`config.mk`:
```
export PLATFORM = sky130hd
export DESIGN_NAME = table_port_arbiter
export DESIGN_NICKNAME = d
export VERILOG_FILES = /design/src/rtl/table_port_arbiter.sv
export SDC_FILE = /design/constraint.sdc
export NUM_CORES = 1
export LEC_CHECK = 0
export ABC_CLOCK_PERIOD_IN_PS = 2200
export BUFFER_PORTS_ARGS = -buffer_cell sky130_fd_sc_hd__buf_2
export CORE_MARGIN = 8
export CORE_UTILIZATION = 30
export CTS_CLUSTER_SIZE = 28
export DETAILED_ROUTE_END_ITERATION = 8
export PLACE_DENSITY = 0.67
export RECOVER_POWER = 100
export SETUP_SLACK_MARGIN = 0.15
export SLEW_MARGIN = 20
export SYNTH_ARGS = -nofsm -noshare
export SYNTH_HDL_FRONTEND = slang
export SYNTH_SLANG_ARGS = --single-unit
```
`constraint.sdc`:
```
create_clock -name clk -period 2.2 [get_ports clk]
set_clock_uncertainty 0.2 [all_clocks]
set_input_delay 0.55 -clock clk [delete_from_list [all_inputs] [get_ports clk]]
set_output_delay 0.55 -clock clk [all_outputs]
set_load 0.01 [all_outputs]
```
`src/rtl/table_port_arbiter.sv`:
```
// Round-robin arbiter sharing one 256x8 table port among NUM_REQ cores (IDLE -> ACCESS -> DONE).
// Optional burst locking is enabled by defining TABLE_ARB_LOCK_EN.
module table_port_arbiter #(
  parameter int NUM_REQ   = 4,
  parameter int ADDR_W    = 8,
  parameter int DATA_W    = 8,
  parameter int MAX_BURST = 4
) (
  input  logic                      clk,
  input  logic                      reset,
  input  logic [NUM_REQ-1:0]        req,
  input  logic [NUM_REQ-1:0]        lock,
  input  logic [NUM_REQ-1:0]        we,
  input  logic [NUM_REQ*ADDR_W-1:0] addr,
  input  logic [NUM_REQ*DATA_W-1:0] wdata,
  output logic [NUM_REQ-1:0]        gnt,
  output logic [NUM_REQ-1:0]        ack,
  output logic [DATA_W-1:0]         rdata,
  output logic [ADDR_W-1:0]         mem_addr,
  output logic                      mem_we,
  output logic [DATA_W-1:0]         mem_wdata,
  input  logic [DATA_W-1:0]         mem_rdata
);

  localparam int IDX_W = (NUM_REQ > 1) ? $clog2(NUM_REQ) : 1;

  typedef enum logic [1:0] {IDLE, ACCESS, DONE} state_t;

  state_t                           state, nextState;
  logic [IDX_W-1:0]                 ptr, owner, arbIdx, selIdx;
  logic [NUM_REQ-1:0]               ownerOh, arbMask;
  logic                             arbValid, arbGo, contGo, weLatch;
  logic [NUM_REQ-1:0][ADDR_W-1:0]   addrArr;
  logic [NUM_REQ-1:0][DATA_W-1:0]   wdataArr;

  for (genvar i = 0; i < NUM_REQ; i++) begin : gSlice
    assign addrArr[i]  = addr[i*ADDR_W +: ADDR_W];
    assign wdataArr[i] = wdata[i*DATA_W +: DATA_W];
  end

  always_comb begin
    ownerOh        = '0;
    ownerOh[owner] = 1'b1;
  end

  // The owner finishing in DONE is masked so it cannot be granted twice in a row by arbitration.
  assign arbMask = req & ~((state == DONE) ? ownerOh : '0);

  always_comb begin
    logic [IDX_W-1:0] idx;
    arbValid = 1'b0;
    arbIdx   = ptr;
    idx      = ptr;
    // Descending scan so the candidate closest to ptr is the last (winning) assignment.
    for (int k = NUM_REQ - 1; k >= 0; k--) begin
      idx = ptr + IDX_W'(k);
      if (arbMask[idx]) begin
        arbValid = 1'b1;
        arbIdx   = idx;
      end
    end
  end

`ifdef TABLE_ARB_LOCK_EN
  logic [3:0] burstCnt;
  logic       unusedLock;
  assign unusedLock = 1'b0;
  assign contGo = (state == DONE) && lock[owner] && req[owner] &&
                  (burstCnt < 4'(MAX_BURST - 1));

  always_ff @(posedge clk or posedge reset) begin
    if (reset)      burstCnt <= '0;
    else if (arbGo) burstCnt <= '0;
    else if (contGo) burstCnt <= burstCnt + 4'd1;
  end
`else
  logic unusedLock;
  assign unusedLock = ^lock;
  assign contGo     = 1'b0;
`endif

  // State register
  always_ff @(posedge clk or posedge reset) begin
    if (reset) state <= IDLE;
    else       state <= nextState;
  end

  // Next-state and arbitration decision
  always_comb begin
    nextState = state;
    arbGo     = 1'b0;
    case (state)
      IDLE: begin
        if (arbValid) begin
          arbGo     = 1'b1;
          nextState = ACCESS;
        end
      end
      ACCESS: nextState = DONE;
      DONE: begin
        if (contGo) begin
          nextState = ACCESS;
        end else if (arbValid) begin
          arbGo     = 1'b1;
          nextState = ACCESS;
        end else begin
          nextState = IDLE;
        end
      end
      default: nextState = IDLE;
    endcase
  end

  assign selIdx = arbGo ? arbIdx : owner;

  // Request fields are captured only when a new access is launched.
  always_ff @(posedge clk or posedge reset) begin
    if (reset) begin
      ptr       <= '0;
      owner     <= '0;
      weLatch   <= 1'b0;
      mem_addr  <= '0;
      mem_wdata <= '0;
      rdata     <= '0;
    end else begin
      if (arbGo) begin
        owner <= arbIdx;
        ptr   <= arbIdx + IDX_W'(1);
      end
      if (arbGo || contGo) begin
        weLatch   <= we[selIdx];
        mem_addr  <= addrArr[selIdx];
        mem_wdata <= wdataArr[selIdx];
      end
      if (state == ACCESS) rdata <= mem_rdata;
    end
  end

  // Outputs decode from state, so an asynchronous reset drops them immediately.
  always_comb begin
    gnt    = (state != IDLE)   ? ownerOh : '0;
    ack    = (state == DONE)   ? ownerOh : '0;
    mem_we = (state == ACCESS) && weLatch;
  end

endmodule

```
; Yosys cells after proc, flatten, opt, wreduce, memory -nomap -nowiden
; Index checks and enable logic that the tools add are counted.
[totals]
word_cells = 60
ram_bits = 0
regBits = 31
latch_bits = 0
output_inout_bits = 33
mem_count = 0
rom_bits = 0
[op_classes]
n_reduce_logical = 5
magnitude_cmp = 7
eq_ne = 3
n_bitwise = 2
mux = 32
multipliers = 0
n_div = 0
n_shift = 0
add_sub_neg = 4
[ops]
columns = cell, count
row1 = 8-bit binary-select mux with 2-bit select, 2
row2 = 2-bit by 3-bit less-than comparator with 1-bit output (second input constant), 6
row3 = 8-bit two-way mux, 2
row4 = 1-bit two-way mux, 13
row5 = 2-bit two-way mux, 6
row6 = 1-bit binary-select mux with 2-bit select, 5
row7 = 4-bit two-way mux, 2
row8 = 2-bit case mux with 3 select lines, 1
row9 = 2-bit by 1-bit adder with 2-bit output (second input constant), 2
row10 = 2-bit adder (second input constant), 2
row11 = 4-bit bitwise AND, 1
row12 = 4-bit inverter, 1
row13 = 1-bit demux with 2-bit select, 1
row14 = 2-bit by 1-bit equality test with 1-bit output (second input constant), 1
row15 = 2-bit equality test (second input constant), 1
row16 = 2-bit by 1-bit >= comparator with 1-bit output (second input constant), 1
row17 = 1-bit logical AND, 2
row18 = 2-bit zero test, 1
row19 = 2-bit inequality test (second input constant), 1
row20 = 2-bit nonzero test, 1
row21 = 2-bit OR reduction, 1

; Longest topological paths before layout
[depth]
word_depth = 18
ltp_mapped = 9
depth_no_buf = 6

; Least setup slack after synthesis
; No wires, ideal clock.
[synth_timing]
path_type = input-to-reg
start = in req[3]
end = reg mem_addr[1]
path_slack_ns = -0.074
arrival_ns = 1.934
t_required_ns = 1.860
stages = 8
setup_ns = 0.140
cell_sequence = mux2_4 o32a_1 a21oi_1 o21bai_2 buf_12 buf_12 mux2i_1 o221ai_1
[synth_between]
elab_chain_cells = 12
[synth_rtl]
columns = element, line
row1 = start: declaration, 11  ; input logic [NUM_REQ-1:0] req,
row2 = 4-bit bitwise AND (*), 47  ; assign arbMask = req & ~((state == DONE) ? ownerOh : '0);
row3 = 1-bit binary-select mux with 2-bit select, 57  ; if (arbMask[idx]) begin
row4 = 1-bit two-way mux (not written as such), 57
row5 = 1-bit two-way mux (4 in a row), 57
row6 = 1-bit two-way mux, "94, 103"
row7 = 1-bit two-way mux, -
row8 = 2-bit two-way mux, -
row9 = 8-bit binary-select mux with 2-bit select, 132  ; mem_addr <= addrArr[selIdx];
row10 = 8-bit two-way mux (not written as such), 132
row11 = end signal: assignment, 132
row12 = end: declaration, 19  ; output logic [ADDR_W-1:0] mem_addr,
; Every way passes the cells marked *; elsewhere a longest branch is shown, timed or not. The select of a mux whose other input is x is not followed.
; A chain may end at the register's enable or synchronous reset.

; Worst setup path in the final report
[layout_timing]
start = reg owner[1]
end = reg mem_wdata[2]
[layout_between]
elab_chain_cells = 18
[layout_rtl]
columns = element, line
row1 = start: declaration, 30  ; logic [IDX_W-1:0] ptr, owner, arbIdx, selIdx;
row2 = start signal: assignment, 127  ; owner <= arbIdx;
row3 = 2-bit by 3-bit less-than comparator with 1-bit output (not written as such) or 2-bit by 1-bit >= comparator with 1-bit output (tied branches), 43  ; ownerOh[owner] = 1'b1;
row4 = 1-bit logical AND (not written as such), 43
row5 = 1-bit two-way mux (not written as such), 43
row6 = 1-bit demux with 2-bit select, 43
row7 = 4-bit two-way mux, 47
row8 = 4-bit inverter, 47
row9 = 4-bit bitwise AND, 47
row10 = 1-bit binary-select mux with 2-bit select, 57
row11 = 1-bit two-way mux (not written as such), 57
row12 = 1-bit two-way mux (4 in a row), 57
row13 = 1-bit two-way mux, "94, 103"
row14 = 1-bit two-way mux, -
row15 = 2-bit two-way mux, -
row16 = 8-bit binary-select mux with 2-bit select, 133  ; mem_wdata <= wdataArr[selIdx];
row17 = 8-bit two-way mux (not written as such), 133
row18 = end signal: assignment, 133
row19 = end: declaration, 21  ; output logic [DATA_W-1:0] mem_wdata,
; Several ways; a longest one is shown, not always the timed one. The select of a mux whose other input is x is not followed.

==> results.yml <==
route:
  drt_first_iter_violations: 59
  vias_per_cell: 4.74
  drcViolationCount: 0
  wl_per_cell_um: 15.8
  drt_first_pass_iters: 4
  vias: 1973
  ant_nets: 0
  wl_um: 6560
finish:
  final_area_sq_um: 3320
  syn2layout_area_growth_pct: 73.7
  layout.nets: 424
  layout.cells.most_common: "buf_2"
  final_cell_mix: "83 x buf_2, 29 x clkbuf_1, 28 x mux2i_1, 27 x dfrtp_1, 25 x buf_6"
  n_antenna_cell: 0
  drive_above_1_share_pct: 54.6
timing:
  rsz0062_at_grt: "true"
  setup_viol: 19
  hold_viol: 0
  max_freq_ghz: 0.424
  setup-tns-final_ps: -2140
  worst_pin_slew_ps: 766
  relSlewSlack_pct: 48.9
  fin_crit_ps: 2360
  period_share_pct: 107
  maxSlewViolCount: 0
  setup_ws_ps: -157
placed_design:
  io_buffers: 114
  place_area_sq_um: 2770
  place.gp.congestion: 0.790
  dp_hpwl_um: 4660
  dp_slack_ps: -318
die:
  core_area_sq_um: 6240
  initial_utilization_pct: 30.6
  ios: 119
  die_width_um: 95.8
  num_rows: 29
  die_h_um: 95.8
  die_area_sq_um: 9180
pwr:
  irDropWorstVdd_mv: 0.631
  power.density_nw_per_um2: 1470
  p_leak_nw: 1.62
  seqPwrFrac_pct: 22.3
  combinationalPowerShare_pct: 67.8
  internal_power_mw: 2.97
  switching_power_mw: 1.91
  pwr-share-clk_pct: 9.9
  switching_share_pct: 39.2
global_routing:
  grt_pass1_wl_um: 10000
  grt_max_degree: 32
  overflow: 0
  antenna_found_initial: 0
  track_usage_pct: 13.8
  grt_pass1_vias: 2107
logic_synthesis:
  synthCells: 176
  post_synth_num_cell_types: 37
  synth_nets: 262
  synth_top_area_share_pct: 40.6
  yosysSeqAreaShare_pct: 40.6
  synth_area_leaders: "dfrtp_1 41%, mux2i_1 18%, o221ai_1 9.2%, mux2_1 4.7%, nand2_1 4.5%"
  yosys.area.top_type: "dfrtp_1"
  synth_area_sq_um: 1910
  syn_area_per_cell_sq_um: 10.9
  synth-seq-cells: 31
  ys_warn_count: 0
cts:
  clock_path_buffers: 2
  cts-root-buf: "clkbuf_8"
  cts_tree: "built"
  clkLatencyLatePin_ps: 270
  cts_buffers: 5
  path_clk_slew_ps: 60
  ctsHtreeMaxLevel: 2
  cts_num_sinks: 31
worst_setup_path:
  reg2reg_setup_slack_ps: -160
  reg2reg_from: "owner[1]$_DFF_PP0_"
  critPathMaxFanout: 5
  worstSetupStartpoint: "owner[1]$_DFF_PP0_"
  worstPathArrival_ps: 2300
  reg2reg_to: "mem_wdata[2]$_DFFE_PP0P_"
  end_kind: "register"
  worstPathRequired_ps: 2140
  r2r_cells: 9
  startpoint_type: "register"
  path_class: "register to register"
status:
  violations: "negative setup slack"
  status: "finished with violations"
job:
  cap_violations: 0
min_path:
  worstHoldPathType: "primary input to asynchronous set/reset pin"
==> how the worst max path moves through the flow <==
stage                          endpoint  slack, ps  cells after the start
2_1_floorplan   mem_addr[1]$_DFFE_PP0P_        -70                      8
3_3_place_gp   mem_wdata[3]$_DFFE_PP0P_       -300                      8
3_5_place_dp    mem_addr[7]$_DFFE_PP0P_       -320                      8
4_1_cts        mem_wdata[4]$_DFFE_PP0P_       -140                      8
5_1_grt        mem_wdata[0]$_DFFE_PP0P_       -250                      9
6_report       mem_wdata[2]$_DFFE_PP0P_       -160                      9
==> flip-flops by register name (all words and copies together) (netlist names) <==
register	flops
ptr	2
owner	2
state	2
mem_addr	8
weLatch	1
rdata	8
mem_wdata	8
==> final cells by class <==
type / instances / area [sq um]
Multi-Input combinational cell: 127 / 1170
Inverter: 7 / 26.3
Fill cell: 575 / 2920
Tap cell: 77 / 96.3
Clock buffer: 8 / 100
Sequential cell: 31 / 781
Timing Repair Buffer: 166 / 1140
==> cell usage after synthesis <==
master and count:
or2b_1 1, buf_2 2, and4bb_2 1, nand2_2 1, or2_2 1, o21ai_2 1, nor3b_1 1, o32a_1 1
clkbuf_1 3, nand2b_1 4, o21ai_0 2, inv_2 2, o31a_1 1, o32ai_1 1, nor2_1 9, buf_6 1
mux2_1 8, o21ai_1 2, o21bai_2 1, nand2_1 23, and3b_1 1, dfrtp_1 31, o221ai_1 20, buf_12 4
buf_4 1, and4bb_1 1, xor2_1 1, a21oi_1 3, and2_1 1, or3_1 1, nor3_1 2, inv_1 5
mux2i_1 34, o2111a_1 1, nor2_2 1, nor4b_2 1, mux2_4 2
==> routing by layer <==
| metal | track usage, % | vias up | part of all wire (%) |
|---|---|---|---|
| met5 | 0 | - | 0 |
| met1 | 16.3 | 922 | 40 |
| met2 | 23.9 | 69 | 53 |
| li1 | - | 974 | - |
| met3 | 3.51 | 8 | 5.7 |
| met4 | 4.10 | 0 | 1.3 |
==> critical path, stage by stage (launching register included) <==
cell and delay, ps:
dfrtp_2 450, buf_6 140, mux2_4 320, o32ai_4 220
a21oi_2 80, o21bai_4 210, buf_6 150, clkbuf_16 160
mux2i_1 150, o221ai_1 130
==> cells by family after synthesis <==
logic type,after synthesis,share of synthesized area [%]
and+or+nand+nor,49,13.1
AOI/OAI and AO/OA,33,14.1
muxes,44,24.1
xor gates and xnor gates,1,0.458
buffers and inverters,18,7.66
DFF,31,40.6
==> per-stage QoR <==
step                util, %  hold WS [ps]  total power [mW]  cells
global placement       44.4           263              3.46    391
detailed placement     44.4           270              3.52    391
CTS                    50.4           152              4.63    410
global route           53.2           272              5.24    416
finish                 53.2           281              4.88    416
floorplan                 -           248              2.68    176
==> repair_timing <==
action | in CTS | in global routing
pin swaps | 15 | 13
setup buffers | 8 | 5
gates cloned | 3 | 1
hold buffers | 0 | 0
gates resized for setup | 38 | 34
setup endpoints to repair | 30 | 30
==> power groups by stage <==
stage	combinational [mW]	clock, mW	sequential, mW
after floorplan	1.53	0	1.15
after global placement	2.40	0	1.06
after detailed placement	2.44	0	1.07
after CTS	3.05	0.503	1.08
after global routing	3.57	0.531	1.13
final	3.31	0.483	1.09
Power figures use the tool's default switching activity.
